`config.mk`:
```
export PLATFORM = sky130hd
export DESIGN_NAME = mac_stat_agg_flat
export DESIGN_NICKNAME = d
export VERILOG_FILES = /design/src/rtl/mac_stat_agg_pkg.sv /design/src/rtl/mac_stat_agg_if.sv /design/src/rtl/mac_stat_cnt.sv /design/src/rtl/mac_stat_agg.sv /design/src/flat_wrapper.sv
export SDC_FILE = /design/constraint.sdc
export NUM_CORES = 1
export LEC_CHECK = 0
export BUFFER_PORTS_ARGS = -buffer_cell sky130_fd_sc_hd__buf_2
export CAP_MARGIN = 25
export CORE_MARGIN = 8
export CORE_UTILIZATION = 40
export CTS_CLUSTER_SIZE = 8
export DETAILED_ROUTE_END_ITERATION = 7
export GPL_ROUTABILITY_DRIVEN = 0
export PLACE_DENSITY_LB_ADDON = 0.08
export REMOVE_ABC_BUFFERS = 1
export SLEW_MARGIN = 40
export SYNTH_ARGS = -nofsm -noshare
export SYNTH_HDL_FRONTEND = slang
export SYNTH_SLANG_ARGS = --single-unit
```
`constraint.sdc`:
```
create_clock -name clk -period 5.1 [get_ports clk]
set_input_delay 0.51 -clock clk [delete_from_list [all_inputs] [get_ports clk]]
set_output_delay 0.51 -clock clk [all_outputs]
set_load 0.005 [all_outputs]
```
`src/rtl/mac_stat_agg_pkg.sv`:
```
// mac_stat_pkg: shared kind encodings, address stride and report FSM states for mac_stat_agg
package mac_stat_pkg;
  localparam int K_RX = 0;
  localparam int K_TX = 1;
  localparam int K_ER = 2;
  localparam int NUM_KINDS = 3;
  localparam int ADDR_STRIDE = 4;
  typedef enum logic [1:0] {IDLE, REQ, GAP} state_t;
endpackage

```
`src/rtl/mac_stat_agg_if.sv`:
```
// mac_stat_agg_if: statistic write port; master drives addr/din/req (req held until ack), slave returns one-cycle ack
interface mac_stat_agg_if;
  logic [6:0] addr;
  logic [15:0] din;
  logic req;
  logic ack;
  modport master(output addr, din, req, input ack);
  modport slave(input addr, din, req, output ack);
endinterface

```
`src/rtl/mac_stat_cnt.sv`:
```
// mac_stat_cnt: saturating event counter with snapshot-and-clear; ports clk, rstn_sys, inc, snap -> live, shadow
module mac_stat_cnt #(
  parameter int CNT_W = 16
) (
  input  logic             clk,
  input  logic             rstn_sys,
  input  logic             inc,
  input  logic             snap,
  output logic [CNT_W-1:0] live,
  output logic [CNT_W-1:0] shadow
);
  always_ff @(posedge clk or negedge rstn_sys)
    if (!rstn_sys) begin
      live <= '0;
      shadow <= '0;
    end else if (snap) begin
      shadow <= live;
      live <= CNT_W'(inc);
    end else if (inc && !(&live))
      live <= live + 1'b1;
endmodule

```
`src/rtl/mac_stat_agg.sv`:
```
// mac_stat_agg: per-port rx/tx/er frame counters reported every PERIOD cycles; ports clk, rstn_sys, stat_en, rx/tx/er_pkt, port (write bus), stat_overrun
module mac_stat_agg
  import mac_stat_pkg::*;
#(
  parameter int         NUM_PORTS = 4,
  parameter int         CNT_W     = 16,
  parameter int         PERIOD    = 200000,
  parameter logic [6:0] BASE_ADDR = 7'h10
) (
  input  logic                 clk,
  input  logic                 rstn_sys,
  input  logic                 stat_en,
  input  logic [NUM_PORTS-1:0] rx_pkt,
  input  logic [NUM_PORTS-1:0] tx_pkt,
  input  logic [NUM_PORTS-1:0] er_pkt,
  mac_stat_agg_if.master       port,
  output logic                 stat_overrun
);
  localparam int NC = NUM_KINDS * NUM_PORTS;
  localparam int IW = $clog2(NC);
  localparam int PW = $clog2(PERIOD);
  state_t state;
  logic [IW-1:0] idx;
  logic [PW-1:0] pcnt;
  logic tick, snap;
  logic [CNT_W-1:0] live [NC];
  logic [CNT_W-1:0] shd [NC];
  logic [6:0] addr_tab [NC];
  assign tick = pcnt == PW'(PERIOD - 1);
  assign snap = tick && state == IDLE;
  for (genvar p = 0; p < NUM_PORTS; p++) begin : g_port
    for (genvar k = 0; k < NUM_KINDS; k++) begin : g_kind
      assign addr_tab[NUM_KINDS*p+k] = BASE_ADDR + 7'(ADDR_STRIDE * p + k);
      mac_stat_cnt #(.CNT_W(CNT_W)) u_cnt (
        .clk(clk),
        .rstn_sys(rstn_sys),
        .inc(stat_en && (k == K_RX ? rx_pkt[p] : k == K_TX ? tx_pkt[p] : er_pkt[p])),
        .snap(snap),
        .live(live[NUM_KINDS*p+k]),
        .shadow(shd[NUM_KINDS*p+k])
      );
    end
  end
  always_ff @(posedge clk or negedge rstn_sys)
    if (!rstn_sys) begin
      state <= IDLE;
      idx <= '0;
      pcnt <= '0;
      port.req <= 1'b0;
      port.addr <= '0;
      port.din <= '0;
      stat_overrun <= 1'b0;
    end else begin
      pcnt <= tick ? '0 : pcnt + 1'b1;
      stat_overrun <= tick && state != IDLE;
      case (state)
        IDLE: if (tick) begin
          state <= REQ;
          idx <= '0;
          port.req <= 1'b1;
          port.addr <= addr_tab[0];
          // shadow[0] is loaded on this same edge, so take the value it is loaded from
          port.din <= 16'(live[0]);
        end
        REQ: if (port.ack) begin
          state <= idx == IW'(NC - 1) ? IDLE : GAP;
          idx <= idx == IW'(NC - 1) ? idx : idx + 1'b1;
          port.req <= 1'b0;
          port.addr <= '0;
          port.din <= '0;
        end
        GAP: begin
          state <= REQ;
          port.req <= 1'b1;
          port.addr <= addr_tab[idx];
          port.din <= 16'(shd[idx]);
        end
        default: state <= IDLE;
      endcase
    end
endmodule

```
`src/flat_wrapper.sv`:
```
// flat-port wrapper written by rule: the top's interface ports become plain ports
module mac_stat_agg_flat import mac_stat_pkg::*;
#(
  parameter int         NUM_PORTS = 4,
  parameter int         CNT_W     = 16,
  parameter int         PERIOD    = 200000,
  parameter logic [6:0] BASE_ADDR = 7'h10
)
  (clk, rstn_sys, stat_en, rx_pkt, tx_pkt, er_pkt, stat_overrun, port_addr, port_din, port_req, port_ack);
  mac_stat_agg_if port_i ();
  input  logic clk;
  input  logic rstn_sys;
  input  logic stat_en;
  input  logic [NUM_PORTS-1:0] rx_pkt;
  input  logic [NUM_PORTS-1:0] tx_pkt;
  input  logic [NUM_PORTS-1:0] er_pkt;
  output logic stat_overrun;
  output wire logic [$bits(port_i.addr)-1:0] port_addr;
  output wire logic [$bits(port_i.din)-1:0] port_din;
  output wire logic [$bits(port_i.req)-1:0] port_req;
  input wire logic [$bits(port_i.ack)-1:0] port_ack;
  assign port_addr = port_i.addr;
  assign port_din = port_i.din;
  assign port_req = port_i.req;
  assign port_i.ack = port_ack;
  mac_stat_agg #(.NUM_PORTS(NUM_PORTS), .CNT_W(CNT_W), .PERIOD(PERIOD), .BASE_ADDR(BASE_ADDR)) u_core (.clk(clk), .rstn_sys(rstn_sys), .stat_en(stat_en), .rx_pkt(rx_pkt), .tx_pkt(tx_pkt), .er_pkt(er_pkt), .port(port_i), .stat_overrun(stat_overrun));
endmodule
```
# == Word-level counts from Yosys, hierarchy flattened ==
# Memory sizes are Yosys's and may differ from the RTL's.
# Index checks and enable logic that the tools add are counted.
# totals
mem_count,1
romBits,112
register_bits,433
latch_bits,0
ram_bits,0
in_bits,16
wordCells,171
# op_classes
shifts,0
n_div,0
n_lt_le_gt_ge,1
n_addsub,14
n_bitwise,1
mux,47
n_eq_ne,7
n_mul,0
n_reduce_logical,69
# memory_table
name,depth,word_bits,read_ports,rd_clocked_by_memory_dff,wr,line,text
(name not given),16,7,1,0,0,mac_stat_agg.sv:75,port.addr <= addr_tab[idx];
# ops
operator,n
2-to-1 mux 16 bit,28
"adder 16 x 1 -> 16 bit, second input constant",12
AND reduction 16 bit,12
binary-select mux 16 bit (select 4 bit),1
case mux 16 bit (3 select lines),1
2-to-1 mux 7 bit,4
nonzero test 2 bit,14
logical AND 1 bit,26
case mux 7 bit (3 select lines),1
"adder 18 x 1 -> 18 bit, second input constant",1
"equality test 18 bit, second input constant",1
2-to-1 mux 18 bit,1
logical NOT 1 bit,12
2-to-1 mux 4 bit,3
case mux 4 bit (2 select lines),1
2-to-1 mux 2 bit,3
case mux 2 bit (3 select lines),1
"greater-or-equal comparator 5 bit, second input constant",1
NOT 4 -> 5 bit,1
"adder 4 x 1 -> 4 bit, second input constant",1
"equality test 4 bit, second input constant",1
"!= test 2 bit, second input constant",2
AND reduction 4 bit,1
case mux 1 bit (3 select lines),1
other kinds (8),9

# == Logic depth before layout (Yosys ltp) ==
# depth
ltp_word,5
mapped_depth,10
ltp_nobuf,7

# == Modules after synthesis ==
# Synthesis repeated with hierarchy kept, for this count alone.
# hier_totals
hier_cells,2112
area_unflattened_um2,23049.6
# modules_own_cells
module,area_each_um2,n_inst,cells_per_inst
mac_stat_cnt,1586.5,12,142
mac_stat_agg,4011.3,1,408

# == Worst setup path before layout ==
# No wires, ideal clock.
# synth_timing
path_kind,register to register
start,register u_core.pcnt[9]
end,register u_core.port.din[14]
period_less_slack_ps,2242
stages_incl_launch_ff,7
t_arrival_ps,2115
slack_ps,2858
path_buffers,1
setup_ps,127
cell_sequence,dfrtp_1 -> or4b_4 -> or4_4 -> o21a_4 -> buf_6 -> a221oi_1 -> nor2_1
# synth_between
elab_chain_cells,3
# synth_rtl
item,line,text
from (decl),mac_stat_agg.sv:24,logic [PW-1:0] pcnt;
from (signal assigned),mac_stat_agg.sv:54,pcnt <= tick ? '0 : pcnt + 1'b1;
equality test 18 bit,mac_stat_agg.sv:29,assign tick = pcnt == PW'(PERIOD - 1);
!= test 2 x 1 -> 1 bit (no line),-,
AND reduction 3 bit (no line),-,
to (signal assigned),mac_stat_agg.sv:63,port.din <= 16'(live[0]);
to (signal assigned),mac_stat_agg.sv:76,port.din <= 16'(shd[idx]);
to (decl),mac_stat_agg_if.sv:7,"modport master(output addr, din, req, input ack);"
# No other way between the ends.
# A chain may end at the register's enable or synchronous reset.

# == Final worst setup path ==
# layout_timing
start,register u_core.pcnt[14]
end,register u_core.g_port[0].g_kind[0].u_cnt.shadow[0]
# layout_between
elab_chain_cells,2
# layout_rtl
item,line,text
equality test 18 bit,mac_stat_agg.sv:29,
logical AND 1 bit,mac_stat_agg.sv:30,assign snap = tick && state == IDLE;
to (signal assigned),mac_stat_cnt.sv:17,shadow <= live;
to (decl),mac_stat_cnt.sv:10,output logic [CNT_W-1:0] shadow
# No other way between the ends.

==> flow_results.xml <==
<?xml version="1.0" encoding="UTF-8"?>
<metrics>
  <group name="floorplan">
    <metric name="die_ht" unit="µm">246.5</metric>
    <metric name="fp-row-count" unit="">84</metric>
    <metric name="io-pin-count" unit="">41</metric>
    <metric name="coreArea" unit="mm²">0.05255</metric>
    <metric name="floorplan.die.width" unit="µm">246.5</metric>
    <metric name="die_area" unit="mm²">0.06076</metric>
    <metric name="start_util" unit="%">40.44</metric>
  </group>
  <group name="global_routing">
    <metric name="grt_pass1_wl" unit="mm">94.52</metric>
    <metric name="grt_pass1_vias" unit="">16240</metric>
    <metric name="largest_net_degree_at_the_start_of_global_routing" unit="">113</metric>
    <metric name="global_route.overflow_total" unit="">0</metric>
    <metric name="groute.usage.overall" unit="%">19.55</metric>
    <metric name="grt_antenna_before_repair" unit="">0</metric>
  </group>
  <group name="setup_path">
    <metric name="worstSetupStartpoint" unit="">u_core.pcnt[14]$_DFF_PN0_</metric>
    <metric name="cp_cell_sequence" unit="">nor4bb_1 -&gt; and4b_1 -&gt; nand4_1 -&gt; buf_12 -&gt; nand2_1 -&gt; o21ai_0</metric>
    <metric name="r2r-end" unit="">u_core.g_port[0].g_kind[0].u_cnt.shadow[0]$_DFFE_PN0P_</metric>
    <metric name="critical_path_required" unit="ns">5.57</metric>
    <metric name="r2r_cells" unit="">6</metric>
    <metric name="r2r_setup_slack" unit="ns">2.25</metric>
    <metric name="crit_path_max_incr_delay" unit="ns">0.65</metric>
    <metric name="worst_ep_arrival_time" unit="ns">3.32</metric>
    <metric name="critical_path.n_buffers_inverters" unit="">1</metric>
    <metric name="timing.critical_path.from_type" unit="">flop</metric>
    <metric name="critPathTopFamily" unit="">simple AND/OR/NAND/NOR gates</metric>
    <metric name="end_kind" unit="">flop</metric>
    <metric name="critPathKind" unit="">reg -&gt; reg</metric>
    <metric name="crit_slowest_cell" unit="">nand4_1</metric>
    <metric name="crit_fanout" unit="">112</metric>
    <metric name="worstSetupPathDepth" unit="">6</metric>
    <metric name="worstReg2RegStart" unit="">u_core.pcnt[14]$_DFF_PN0_</metric>
  </group>
  <group name="synthesis">
    <metric name="mapped_area" unit="mm²">0.02125</metric>
    <metric name="synthXorXnorAreaFrac" unit="%">5.934</metric>
    <metric name="synth.yosys.seq_area_share" unit="%">50.75</metric>
    <metric name="post_synth_main_area_contributors" unit="">dfrtp_1 51%, nand2_1 12%, xnor2_1 4.4%</metric>
    <metric name="avgSynthCellArea" unit="µm²">9.281</metric>
    <metric name="ys_top_cells_by_count" unit="">652 x nand2_1, 431 x dfrtp_1, 229 x nor2_1, 107 x xnor2_1</metric>
    <metric name="ys_async_sr_fraction" unit="%">100.0</metric>
    <metric name="synthDistinctLibCells" unit="">70</metric>
    <metric name="synth-adder-area-share" unit="%">1.295</metric>
    <metric name="synth-compound-area-share" unit="%">7.659</metric>
    <metric name="yosys_warnings" unit="">0</metric>
    <metric name="simple_logic_cell_fraction_of_the_synthesized_area" unit="%">25.41</metric>
    <metric name="combinational_family_with_the_most_area_after_synthesis" unit="">simple AND/OR/NAND/NOR gates</metric>
    <metric name="synth-edff-count" unit="">0</metric>
    <metric name="synth-main-ff-cell" unit="">dfrtp_1</metric>
    <metric name="netlist.top_cell.by_area" unit="">dfrtp_1</metric>
    <metric name="yosysTopAreaCellShare" unit="%">50.75</metric>
    <metric name="netlist_instances" unit="">2290</metric>
    <metric name="yosys.cell_count.top_type" unit="">nand2_1</metric>
    <metric name="postSynthRegisterBits" unit="">431</metric>
    <metric name="synthMuxAreaShare" unit="%">5.887</metric>
  </group>
  <group name="worst_hold_path">
    <metric name="worstHoldEndpoint" unit="">u_core.port.req$_DFFE_PN0P_</metric>
    <metric name="hold_path.startpoint" unit="">port_ack</metric>
    <metric name="worst_hold_path_type" unit="">in -&gt; reg</metric>
    <metric name="number_of_stages_on_the_worst_hold_path" unit="">3</metric>
  </group>
  <group name="timing">
    <metric name="worst_pin_slew" unit="ns">0.8525</metric>
    <metric name="timing.slew.headroom" unit="%">43.16</metric>
    <metric name="grt_setup_unrepaired" unit="">no</metric>
    <metric name="timing.final.max_slew_violations" unit="">0</metric>
    <metric name="timing.final.hold_violations" unit="">0</metric>
    <metric name="finalSetupViolCount" unit="">0</metric>
    <metric name="fin_crit" unit="ns">2.851</metric>
    <metric name="final.period_utilization" unit="%">55.89</metric>
    <metric name="fmaxAchievable" unit="MHz">350.8</metric>
    <metric name="finClkSkew" unit="ns">0.01589</metric>
    <metric name="final.hold.worst_slack" unit="ns">0.2265</metric>
    <metric name="postLayoutSetupSlackWorst" unit="ns">2.249</metric>
  </group>
  <group name="routing">
    <metric name="dr.first_iter.drc_count" unit="">1215</metric>
    <metric name="detail-route-antenna-nets" unit="">0</metric>
    <metric name="detailroute.via_count" unit="">16410</metric>
    <metric name="final_routed_drc_violation_total" unit="">0</metric>
    <metric name="route.detailed.wl_per_inst" unit="µm">19.69</metric>
    <metric name="first_pass_iters" unit="">5</metric>
    <metric name="viasPerCell" unit="">5.476</metric>
    <metric name="route.final.wire_length" unit="mm">59.01</metric>
  </group>
  <group name="clocking">
    <metric name="cts_inserted_buffers" unit="">60</metric>
    <metric name="worst_path_clk_slew" unit="ns">0.05</metric>
    <metric name="clock-root-buffer" unit="">clkbuf_16</metric>
    <metric name="clock_latency_at_the_later_pin_of_the_worst_skew_pair" unit="ns">0.61</metric>
    <metric name="ctsHtreeMaxLevel" unit="">2</metric>
    <metric name="clock_path_buffers" unit="">3</metric>
    <metric name="post_cts.repair.setup_buffers" unit="">0</metric>
    <metric name="clock_sink_count" unit="">431</metric>
    <metric name="cts_tree" unit="">built</metric>
  </group>
  <group name="power_and_ir_drop">
    <metric name="pwr_density_cell" unit="mW/mm²">392.8</metric>
    <metric name="totalPowerFinal" unit="mW">9.374</metric>
    <metric name="static-leakage-power" unit="nW">11.00</metric>
    <metric name="irDropWorstVdd" unit="mV">0.2282</metric>
  </group>
  <group name="run">
    <metric name="drv_cap" unit="">0</metric>
  </group>
  <group name="placed_design">
    <metric name="buffer_ports.inserted" unit="">38</metric>
    <metric name="dp_worst_setup_slack" unit="ns">2.255</metric>
    <metric name="post-place-cells" unit="">2923</metric>
    <metric name="dp_hpwl" unit="mm">40.64</metric>
  </group>
  <group name="status">
    <metric name="result_of_the_run" unit="">finished clean</metric>
  </group>
  <group name="finish">
    <metric name="drive_above_1_share" unit="%">9.974</metric>
    <metric name="final.fill_count" unit="">5162</metric>
    <metric name="layout-area-overhead-vs-synth" unit="%">12.27</metric>
    <metric name="design.final.nets" unit="">2337</metric>
    <metric name="layoutNonFillerInstCount" unit="">2996</metric>
  </group>
</metrics>
## final cells by class
class	instances	area [µm²]	share of cell area [%]
clock inverter	3	22.52	0.09438
antenna	2	5.005	0.02097
inverter	39	146.4	0.6135
multi-input combinational	1702	9884	41.42
clock buffer	66	1565	6.560
tap	688	860.8	3.608
sequential	431	10790	45.22
timing repair buffer	65	588.1	2.464
## state kept, by name, summed over array words and instances, names as in the netlist
| register | flops |
|---|---|
| u_core.state | 2 |
| u_core.port.req | 1 |
| u_core.g_port.g_kind.u_cnt.shadow | 192 |
| u_core.idx | 4 |
| u_core.port.din | 16 |
| u_core.port.addr | 5 |
| u_core.pcnt | 18 |
| u_core.g_port.g_kind.u_cnt.live | 192 |
| u_core.stat_overrun | 1 |
## per-layer routing
layer  GRT usage, %  wire length, µm  up-vias
met2          29.35            26070      360
li1               -                -     7847
met4          6.858             1673        2
met1          28.08            28420     8102
met3          3.346             2699       96
met5          1.714              141        -
## worst reg2reg max path, cell delays in order, from the launching register on
cell and delay, ns:
dfrtp_1 0.41, nor4bb_1 0.46, and4b_1 0.32, nand4_1 0.65
buf_12 0.48, nand2_1 0.30, o21ai_0 0.10
## worst max path at each step
stage | slack [ns] | end
after floorplan | -2.36 | u_core.idx[1]$_DFFE_PN0P_
after global placement | 2.20 | u_core.g_port[3].g_kind[2].u_cnt.live[0]$_DFFE_PN0P_
after detailed placement | 2.25 | u_core.idx[1]$_DFFE_PN0P_
after CTS | 2.23 | u_core.idx[1]$_DFFE_PN0P_
after global routing | 2.02 | u_core.g_port[3].g_kind[1].u_cnt.live[0]$_DFFE_PN0P_
final | 2.25 | u_core.g_port[0].g_kind[0].u_cnt.shadow[0]$_DFFE_PN0P_
## layout by cell type, fill, tap and decap left out, types with 7 or more instances in the layout
| master | n |
|---|---|
| nand2_1 | 652 |
| dfrtp_1 | 430 |
| nor2_1 | 229 |
| xnor2_1 | 107 |
| nand3_1 | 78 |
| clkbuf_16 | 61 |
| o21ai_0 | 51 |
| nand4_1 | 47 |
| nor3_1 | 44 |
| a21oi_1 | 40 |
| inv_1 | 39 |
| xor2_1 | 37 |
| buf_2 | 37 |
| nor4_1 | 34 |
| mux4_2 | 32 |
| mux2_2 | 32 |
| a211oi_1 | 25 |
| and3_1 | 24 |
| o31ai_1 | 23 |
| and4_1 | 22 |
| ha_1 | 22 |
| o22ai_1 | 20 |
| mux2i_1 | 17 |
| or3_1 | 14 |
| o211ai_1 | 13 |
| a221oi_1 | 13 |
| buf_12 | 13 |
| buf_4 | 12 |
| and2_1 | 9 |
| nor2b_1 | 7 |
| nor4b_1 | 7 |
| or4_1 | 7 |
| nor3b_1 | 7 |
| or2_2 | 7 |
## logic make-up (layout without fill, tap and decap cells)
logic type	Yosys count	in the layout
AO/OA/AOI/OAI	237	237
XOR/XNOR	144	144
adder cells (fa/ha/maj)	22	22
buffers and inverters	158	173
flip-flops	431	431
multiplexers	81	81
other	1	4
AND/OR/NAND/NOR	1216	1216
## report_power, final
part	leakage [nW]	internal [mW]	switching, mW	total, mW
registers	5.78	3.77	0.575	4.35
clock network	0.783	2.12	1.44	3.56
logic	4.44	0.633	0.831	1.46
## stage by stage
| step | util (%) | setup TNS (ns) | instance area [µm²] |
|---|---|---|---|
| after floorplan | - | -760.73 | 20750 |
| after CTS | 45.29 | 0 | 23800 |
| after global routing | 45.40 | 0 | 23860 |
| after detailed placement | 42.25 | 0 | 22200 |
| final | 45.41 | 0 | 23860 |
| after global placement | 42.08 | 0 | 22110 |
## timing repair
item | 4_1_cts | 5_1_grt
resized for setup | 0 | 0
hold buffers | 1 | 0
hold endpoints to repair | 80 | 0
No activity file was read; power rests on OpenSTA's default activity.
